===== src/rtl/dnn_pkg.sv =====
// ============================================================================
//  Module      : dnn_pkg
//  Description : Shared widths, state encoding and ReLU helper for dnn_seq_ctrl.
//  Revision    : 1.0
// ============================================================================
`default_nettype none

package dnn_pkg;

    localparam int X_W   = 5;
    localparam int HID_W = 12;
    localparam int OUT_W = 17;
    localparam int N_IN  = 4;
    localparam int N_HID = 4;
    localparam int N_OUT = 2;

    typedef enum logic [1:0] {
        IDLE = 2'd0,
        L1   = 2'd1,
        L2   = 2'd2,
        DONE = 2'd3
    } state_e;

    function automatic logic [HID_W-1:0] relu(input logic [HID_W-1:0] s);
        return s[HID_W-1] ? '0 : s;
    endfunction

endpackage

`default_nettype wire


===== src/rtl/dnn_mac.sv =====
// ============================================================================
//  Module      : dnn_mac
//  Description : Shared signed multiply-accumulate; sum_o is the value the
//                accumulator register takes at the coming edge.
//  Revision    : 1.0
// ============================================================================
`default_nettype none

module dnn_mac
    import dnn_pkg::*;
(
    input  logic                    clk,
    input  logic                    rst_n,
    input  logic signed [HID_W-1:0] a_i,
    input  logic signed [X_W-1:0]   b_i,
    input  logic                    clr_i,
    input  logic                    en_i,
    output logic signed [OUT_W-1:0] sum_o
);

    logic signed [OUT_W-1:0] acc_q;
    logic signed [OUT_W-1:0] prod;

    assign prod  = OUT_W'(a_i) * OUT_W'(b_i);
    assign sum_o = (clr_i ? '0 : acc_q) + prod;

    always_ff @(posedge clk or negedge rst_n) begin
        if (!rst_n) begin
            acc_q <= '0;
        end else if (en_i) begin
            acc_q <= sum_o;
        end
    end

endmodule

`default_nettype wire


===== src/rtl/dnn_seq_ctrl.sv =====
// ============================================================================
//  Module      : dnn_seq_ctrl
//  Description : Time-multiplexed 4-4-2 dense network sequencer around one MAC.
//  Revision    : 1.0
// ============================================================================
`default_nettype none

module dnn_seq_ctrl
    import dnn_pkg::*;
(
    input  logic                          clk,
    input  logic                          rst_n,
    input  logic                          in_valid,
    output logic                          in_ready,
    input  logic [N_IN*X_W-1:0]           x,
    input  logic [N_IN*N_HID*X_W-1:0]     w1,
    input  logic [N_HID*N_OUT*X_W-1:0]    w2,
    output logic                          out_valid,
    input  logic                          out_ready,
    output logic signed [OUT_W-1:0]       out0,
    output logic signed [OUT_W-1:0]       out1,
    output logic                          busy
);

    state_e                  state_q, state_d;
    logic [3:0]              cnt_q, cnt_d;
    logic                    accept;

    logic signed [X_W-1:0]   x_unp  [N_IN];
    logic signed [X_W-1:0]   w1_unp [N_IN*N_HID];
    logic signed [X_W-1:0]   w2_unp [N_HID*N_OUT];
    logic signed [X_W-1:0]   x_q    [N_IN];
    logic signed [X_W-1:0]   w1_q   [N_IN*N_HID];
    logic signed [X_W-1:0]   w2_q   [N_HID*N_OUT];
    logic signed [HID_W-1:0] hidden_q [N_HID];
    logic signed [OUT_W-1:0] out0_q, out1_q;

    logic signed [HID_W-1:0] mac_a;
    logic signed [X_W-1:0]   mac_b;
    logic                    mac_clr, mac_en;
    logic signed [OUT_W-1:0] mac_sum;

    for (genvar g = 0; g < N_IN; g++) begin : g_x_unp
        assign x_unp[g] = x[X_W*g +: X_W];
    end
    for (genvar g = 0; g < N_IN*N_HID; g++) begin : g_w1_unp
        assign w1_unp[g] = w1[X_W*g +: X_W];
    end
    for (genvar g = 0; g < N_HID*N_OUT; g++) begin : g_w2_unp
        assign w2_unp[g] = w2[X_W*g +: X_W];
    end

    always_ff @(posedge clk or negedge rst_n) begin
        if (!rst_n) begin
            state_q <= IDLE;
            cnt_q   <= '0;
        end else begin
            state_q <= state_d;
            cnt_q   <= cnt_d;
        end
    end

    always_comb begin
        state_d   = state_q;
        cnt_d     = cnt_q;
        in_ready  = 1'b0;
        out_valid = 1'b0;
        busy      = 1'b1;
        accept    = 1'b0;
        case (state_q)
            IDLE: begin
                in_ready = 1'b1;
                busy     = 1'b0;
                if (in_valid) begin
                    accept  = 1'b1;
                    state_d = L1;
                    cnt_d   = '0;
                end
            end
            L1: begin
                cnt_d = cnt_q + 4'd1;
                if (cnt_q == 4'd15) begin
                    state_d = L2;
                    cnt_d   = '0;
                end
            end
            L2: begin
                cnt_d = cnt_q + 4'd1;
                if (cnt_q == 4'd7) begin
                    state_d = DONE;
                    cnt_d   = '0;
                end
            end
            DONE: begin
                out_valid = 1'b1;
                if (out_ready) begin
                    state_d = IDLE;
                end
            end
            default: state_d = IDLE;
        endcase
    end

    // Counter low bits are the inner index; the whole count is the flat weight index.
    always_comb begin
        mac_a   = '0;
        mac_b   = '0;
        mac_clr = 1'b0;
        mac_en  = 1'b0;
        case (state_q)
            L1: begin
                mac_a   = HID_W'(x_q[cnt_q[1:0]]);
                mac_b   = w1_q[cnt_q];
                mac_clr = (cnt_q[1:0] == 2'd0);
                mac_en  = 1'b1;
            end
            L2: begin
                mac_a   = hidden_q[cnt_q[1:0]];
                mac_b   = w2_q[cnt_q[2:0]];
                mac_clr = (cnt_q[1:0] == 2'd0);
                mac_en  = 1'b1;
            end
            default: ;
        endcase
    end

    dnn_mac u_mac (
        .clk   (clk),
        .rst_n (rst_n),
        .a_i   (mac_a),
        .b_i   (mac_b),
        .clr_i (mac_clr),
        .en_i  (mac_en),
        .sum_o (mac_sum)
    );

    always_ff @(posedge clk or negedge rst_n) begin
        if (!rst_n) begin
            for (int k = 0; k < N_IN; k++)        x_q[k]      <= '0;
            for (int k = 0; k < N_IN*N_HID; k++)  w1_q[k]     <= '0;
            for (int k = 0; k < N_HID*N_OUT; k++) w2_q[k]     <= '0;
            for (int k = 0; k < N_HID; k++)       hidden_q[k] <= '0;
            out0_q <= '0;
            out1_q <= '0;
        end else begin
            if (accept) begin
                for (int k = 0; k < N_IN; k++)        x_q[k]  <= x_unp[k];
                for (int k = 0; k < N_IN*N_HID; k++)  w1_q[k] <= w1_unp[k];
                for (int k = 0; k < N_HID*N_OUT; k++) w2_q[k] <= w2_unp[k];
            end
            // Results are captured from the MAC sum on the edge that completes them.
            if (state_q == L1 && cnt_q[1:0] == 2'd3) begin
                hidden_q[cnt_q[3:2]] <= relu(mac_sum[HID_W-1:0]);
            end
            if (state_q == L2 && cnt_q == 4'd3) begin
                out0_q <= mac_sum;
            end
            if (state_q == L2 && cnt_q == 4'd7) begin
                out1_q <= mac_sum;
            end
        end
    end

    assign out0 = out0_q;
    assign out1 = out1_q;

endmodule

`default_nettype wire


===== config.mk =====
export PLATFORM = sky130hd
export DESIGN_NAME = dnn_seq_ctrl
export DESIGN_NICKNAME = d
export VERILOG_FILES = /design/src/rtl/dnn_pkg.sv /design/src/rtl/dnn_mac.sv /design/src/rtl/dnn_seq_ctrl.sv
export SDC_FILE = /design/constraint.sdc
export NUM_CORES = 1
export LEC_CHECK = 0
export ABC_AREA = 1
export CELL_PAD_IN_SITES_DETAIL_PLACEMENT = 0
export CELL_PAD_IN_SITES_GLOBAL_PLACEMENT = 2
export CORE_ASPECT_RATIO = 1.4
export CORE_MARGIN = 2
export CORE_UTILIZATION = 36
export DETAILED_ROUTE_END_ITERATION = 7
export GPL_TIMING_DRIVEN = 1
export PLACE_DENSITY = 0.92
export SLEW_MARGIN = 20
export SYNTH_ARGS = -nofsm -noshare
export SYNTH_HDL_FRONTEND = slang
export SYNTH_HIERARCHICAL = 1
export SYNTH_SLANG_ARGS = --single-unit

===== constraint.sdc =====
create_clock -name clk -period 10.25 [get_ports clk]
set_input_delay 1.5375 -clock clk [delete_from_list [all_inputs] [get_ports clk]]
set_output_delay 1.5375 -clock clk [all_outputs]
set_load 0.005 [all_outputs]

[After elaboration in Yosys (flattened, before gate mapping)]
Index checks and enable logic that the tools add are counted.
Word-level totals
  register bits: 245
  bits of input ports: 144
  output and inout port bits: 37
  word-level logic and storage cells: 105
Operators by class
  add/subtract/negate cells: 2
  $mul: 1
  order comparisons: 5
  eq/ne operators: 11
  muxes and demuxes: 35
  bitwise gates (word level): 4
  reductions and logical operators: 10
Operators by type and width (number)
  bitwise mux 48 bit: 1
  2-to-1 mux 12 bit: 3
  2-to-1 mux 5 bit: 6
  binary-select mux 12 bit (select 2 bit): 1
  demux 12 bit (select 2 bit): 1
  one-hot mux 12 bit (2 select lines): 1
  binary-select mux 5 bit (select 4 bit): 1
  adder 17 bit: 1
  multiplier 12 x 5 -> 17 bit: 1
  2-to-1 mux 17 bit: 1
  binary-select mux 5 bit (select 3 bit): 1
  2-to-1 mux 4 bit: 3
  one-hot mux 4 bit (3 select lines): 1
  2-to-1 mux 11 bit: 1
  binary-select mux 5 bit (select 2 bit): 1
  one-hot mux 5 bit (2 select lines): 1
  2-to-1 mux 2 bit: 4
  inequality test 2 bit (second input constant): 4
  one-hot mux 2 bit (4 select lines): 1
  2-to-1 mux 1 bit: 7
  == test 2 bit (second input constant): 3
  greater-or-equal comparator 3 bit (second input constant): 2
  NOT 2 -> 3 bit: 2
  greater-or-equal comparator 5 bit (second input constant): 1
  15 further kinds: 19

[Depth between registers and ports, before layout]
  word-level depth: 9
  gate-level depth with buffers: 32
  mapped depth without buffers: 29

[Hierarchy]
The synthesis kept the hierarchy.
Modules (own cells, without submodules)
  dnn_seq_ctrl: times used 1, cells each 1178, area each 10488.8 µm², sequential area each 5605.4 µm²
  dnn_mac: times used 1, cells each 497, area each 3543.4 µm², sequential area each 425.4 µm²

[Worst setup path after synthesis]
OpenSTA, ideal clock, no wires.
  path kind: reg-to-reg
  from: register state_q[0]
  to: register hidden_q[16] (netlist name)
  library setup time: 0.125 ns
  arrival: 5.750 ns
  required time: 10.125 ns
  setup slack: 4.375 ns
  stages on the path, launching flop included: 26
  buffers on the path: 3
  clock period less this slack: 5.875 ns
  cells stage by stage: dfrtp_1 inv_1 ha_1 nand2_1 inv_1 clkbuf_1 o21ai_0 nand2_1 clkbuf_1 nand2_1 fa_1 fa_1 fa_1 inv_1 fa_1 inv_1 fa_1 inv_1 nand3_1 nand2_1 nand3_1 nand2_2 xor2_2 clkbuf_1 nor2_1 mux2_2
Between the ends
  elaborated cells on any way between the ends: 12
  those cells by class: 1 x add/sub; 1 x mul; 2 x eq/ne; 6 x mux; 2 x reduce/logical
RTL lines
  from (decl): line dnn_seq_ctrl.sv:25  | state_e state_q, state_d;
  from (signal assigned): line dnn_seq_ctrl.sv:58  | state_q <= state_d;
  == test 2 bit or == test 2 x 1 -> 1 bit (tied branches): line dnn_seq_ctrl.sv:110  | case (state_q)
  one-hot mux 5 bit (2 select lines) (*): line dnn_seq_ctrl.sv:110
  named net mac_b[3]: line dnn_seq_ctrl.sv:39  | logic signed [X_W-1:0] mac_b;
  multiplier 12 x 5 -> 17 bit (*): line dnn_mac.sv:24  | assign prod = OUT_W'(a_i) * OUT_W'(b_i);
  adder 17 bit (*): line dnn_mac.sv:25  | assign sum_o = (clr_i ? '0 : acc_q) + prod;
  named net mac_sum[11]: line dnn_seq_ctrl.sv:41  | logic signed [OUT_W-1:0] mac_sum;
  2-to-1 mux 11 bit (*): line dnn_pkg.sv:25  | return s[HID_W-1] ? '0 : s;
  bitwise mux 48 bit (*): line dnn_seq_ctrl.sv:153  | hidden_q[cnt_q[3:2]] <= relu(mac_sum[HID_W-1:0]);
  to (signal, indexed assignment): line dnn_seq_ctrl.sv:153
  to (decl): line dnn_seq_ctrl.sv:35  | logic signed [HID_W-1:0] hidden_q [N_HID];
Mark *: on every way through the listed nets, which the timed path passes. The rest lies on a longest branch.
A chain may end at the register's enable or synchronous reset.

[Final worst setup path]
  from: register cnt_q[0]
  to: register hidden_q[2] (netlist name)
Between the ends
  longest elaborated chain between the ends: 9
  elaborated cells on any way between the ends: 26
  those cells by class: 1 x add/sub; 1 x mul; 1 x eq/ne; 18 x mux; 3 x bitwise; 2 x reduce/logical
RTL lines
  from (decl): line dnn_seq_ctrl.sv:26  | logic [3:0] cnt_q, cnt_d;
  from (signal assigned): line dnn_seq_ctrl.sv:59  | cnt_q <= cnt_d;
  NOT 4 -> 5 bit (not written as such) or NOT 3 -> 4 bit (tied branches): line dnn_seq_ctrl.sv:113, dnn_seq_ctrl.sv:119
  binary-select mux 5 bit (select 4 bit) or binary-select mux 5 bit (select 3 bit) (tied branches): line dnn_seq_ctrl.sv:113, dnn_seq_ctrl.sv:119
  2-to-1 mux 5 bit (on tied branches) (2 in series): line dnn_seq_ctrl.sv:113, dnn_seq_ctrl.sv:119
  one-hot mux 5 bit (2 select lines) (*): line dnn_seq_ctrl.sv:110
  named net mac_b[0]: line dnn_seq_ctrl.sv:39
  multiplier 12 x 5 -> 17 bit (*): line dnn_mac.sv:24
  adder 17 bit (*): line dnn_mac.sv:25
  named net mac_sum[11]: line dnn_seq_ctrl.sv:41
  2-to-1 mux 11 bit (*): line dnn_pkg.sv:25
  bitwise mux 48 bit (*): line dnn_seq_ctrl.sv:153
Mark *: on every way through the listed nets, which the timed path passes. The rest lies on a longest branch. The select of a mux whose other input is x is not followed.

==> flow_metrics.env <==
export IMPL_worstHoldPathType="register to register"
export IMPL_ir_drop_mv=0.123
export IMPL_worstPathRequired_ns=10.69
export IMPL_die_area_um2=40600
export IMPL_start_util=0.364
export IMPL_drc=0
export IMPL_r2r_end="hidden_q[2]"
export IMPL_synth_edf_count=0
export IMPL_cts_buffer_depth=3
export IMPL_outcome="completed"
export IMPL_portBuffers=180
export IMPL_final_nets=2055
export IMPL_area_delta_synth_final_pct=22.1
export IMPL_cp_max_fo=62
export IMPL_synth_seq_cells=241
export IMPL_grt_total_usage=0.195
export IMPL_critical_path_class="register to register"
export IMPL_ios=181
export IMPL_fin_skew_ns=0.0206
export IMPL_grt_overflow=0
export IMPL_place_ws_ns=2.61
export IMPL_drv_slew=0
export IMPL_cts_inserted_buffers=26
export IMPL_critPathCapture="hidden_q[2]"
export IMPL_ff2ff_setup_slack_ns=2.53
export IMPL_clk_pin_slew_ns=0.06
export IMPL_vias=11218
export IMPL_num_antenna_cells=0
export IMPL_final_min_clock_period_ns=7.72
export IMPL_grt_max_degree=124
export IMPL_arrival_ns=8.16
export IMPL_num_rows=85
export IMPL_syn_cell_area_um2=14000
export IMPL_clk_latency_ns=0.56
export IMPL_die_x_um=171
export IMPL_core_um2=38500
export IMPL_rr_startpoint="cnt_q[0]"
export IMPL_power_leakage_nw=8.60
export IMPL_root_buffer="clkbuf_16"
export IMPL_grt_pass1_vias=11767
export IMPL_cts_sinks=241
export IMPL_cap_violations=0
export IMPL_ant_nets=0
export IMPL_tns_ns=0
export IMPL_final_common_cell="nand2_1"
export IMPL_setup_viol=0
export IMPL_grt_pass1_wl_um=62400
export IMPL_synthFlopType="dfrtp_1"
export IMPL_relSlewSlack=0.327
export IMPL_finalHoldViolations=0
export IMPL_h_tree_depth=1
export IMPL_cts_resized=0
export IMPL_layout_common_cells="359 x nand2_1, 260 x inv_1, 239 x dfrtp_1, 179 x clkdlybuf4s50_1, 174 x nor2_1"
export IMPL_seq_area_frac_synth=0.430
export IMPL_cp_start_kind="register"
export IMPL_rsz0062_at_grt="false"
export IMPL_syn_avg_cell_area_um2=8.38
export IMPL_drt_initial_drc_count=675
export IMPL_synth_nets=1914
export IMPL_antenna_found_initial=0
export IMPL_end_kind="register"
export IMPL_rr_worst_depth=24
export IMPL_place_gp_congestion=0.853
export IMPL_post_cts_buffers=0
export IMPL_dpl_hpwl_um=28400
export IMPL_first_pass_iters=5
export IMPL_yosys_warnings=6
export IMPL_wirelength_um=39000
export IMPL_die_h_um=238
export IMPL_power_density_nw_per_um2=292
export IMPL_fmax_mhz=129
export IMPL_avgViaCountPerCell=4.76
export IMPL_cts_tree="done"
export IMPL_fin_crit_sh=0.753
export IMPL_synth_distinct_cells=37
export IMPL_fillerInstances=3861
export IMPL_drive_above_1_share=0.0905
export IMPL_synthCells=1675
export IMPL_async_flop_share=1.00
export IMPL_critPathLaunch="cnt_q[0]"
export IMPL_setup_ws_ns=2.53
export IMPL_cts_hold_buf=0
export IMPL_wl_per_cell_um=16.5
export IMPL_worstMarginPinSlew_ns=1.01
==> final cells by class <==
cell class | count | area (um2) | area share
clock inverter | 16 | 258 | 0.0150
timing repair buffer | 190 | 1880 | 0.110
multi-input combinational | 1091 | 6630 | 0.387
tap | 522 | 653 | 0.0381
sequential | 241 | 6040 | 0.352
inverter | 266 | 1000 | 0.0583
clock buffer | 30 | 686 | 0.0400
==> critical path, stage by stage, from the launching register on <==
cell and delay [ns]:
dfrtp_4 0.78, clkinv_2 0.85, buf_4 0.53, o21ai_0 0.26, o211ai_1 0.13, nand3_1 0.12, nand2_1 0.30, nand2_1 0.16
inv_1 0.06, fa_1 0.48, inv_1 0.05, fa_1 0.48, fa_1 0.56, inv_1 0.06, fa_1 0.56, inv_1 0.07
fa_1 0.46, inv_1 0.13, nand3_1 0.08, nand2_1 0.13, nand3_1 0.10, nand2_2 0.08, xor2_2 0.60, nor2_1 0.20
mux2_2 0.31
==> through the flow <==
stage	area [um2]	hold WS, ns	power (mW)	std cells	utilization
6_report	17100	0.480	5.01	2356	0.445
5_1_grt	17100	0.508	5.48	2356	0.445
4_1_cts	17100	0.487	5.10	2356	0.445
3_5_place_dp	16200	0.470	4.04	2310	0.421
3_3_place_gp	16200	0.461	4.00	2310	0.421
2_1_floorplan	14000	0.442	3.22	1675	-
==> where the power goes <==
group          internal (mW)  switching, mW
sequential              1.29          0.157
combinational          0.906           1.62
clock                  0.633          0.409
total                   2.82           2.18
==> flip-flops by register name (all words and copies together) (netlist names) <==
| signal | flops |
|---|---|
| w1_q | 80 |
| out0 | 17 |
| cnt_q | 4 |
| state_q | 2 |
| hidden_q | 44 |
| w2_q | 40 |
| u_mac/acc_q | 17 |
| out1 | 17 |
| x_q | 20 |
==> synthesized netlist by cell type (13+ instances only) <==
library cell	instances	area (um2)
inv_1	260	976
mux2_2	87	980
nor2_1	174	653
o21ai_1	13	65.1
a21oi_1	111	556
dfrtp_1	241	6030
clkbuf_1	21	78.8
fa_1	53	1060
o21ai_0	130	651
buf_2	41	205
nand2_1	360	1350
ha_1	42	526
nand3_1	63	315
==> layer usage <==
| layer | global-route usage | vias up | wire (um) |
|---|---|---|---|
| met4 | 0.0580 | 0 | 1070 |
| li1 | - | 5518 | - |
| met5 | 0 | - | 0 |
| met3 | 0.0196 | 55 | 1500 |
| met1 | 0.242 | 5428 | 16500 |
| met2 | 0.356 | 217 | 19900 |
==> how the worst min path moves through the flow <==
stage / startpoint / to / slack, ns / depth (start not counted)
floorplan: u_mac/acc_q[3] / u_mac/acc_q[3] / 0.44 / 2
global placement: u_mac/acc_q[3] / u_mac/acc_q[3] / 0.46 / 2
detailed placement: u_mac/acc_q[9] / u_mac/acc_q[9] / 0.47 / 2
CTS: u_mac/acc_q[13] / u_mac/acc_q[13] / 0.49 / 2
global route: u_mac/acc_q[11] / u_mac/acc_q[11] / 0.51 / 2
finish: u_mac/acc_q[3] / u_mac/acc_q[3] / 0.48 / 2
==> kinds of logic after synthesis <==
logic type | synth area share
flops | 0.430
fa+ha+maj | 0.113
mux | 0.0698
xor+xnor | 0.00544
buf+inv | 0.0986
simple gates | 0.179
compound gates | 0.104
Power figures use the tool's default switching activity.
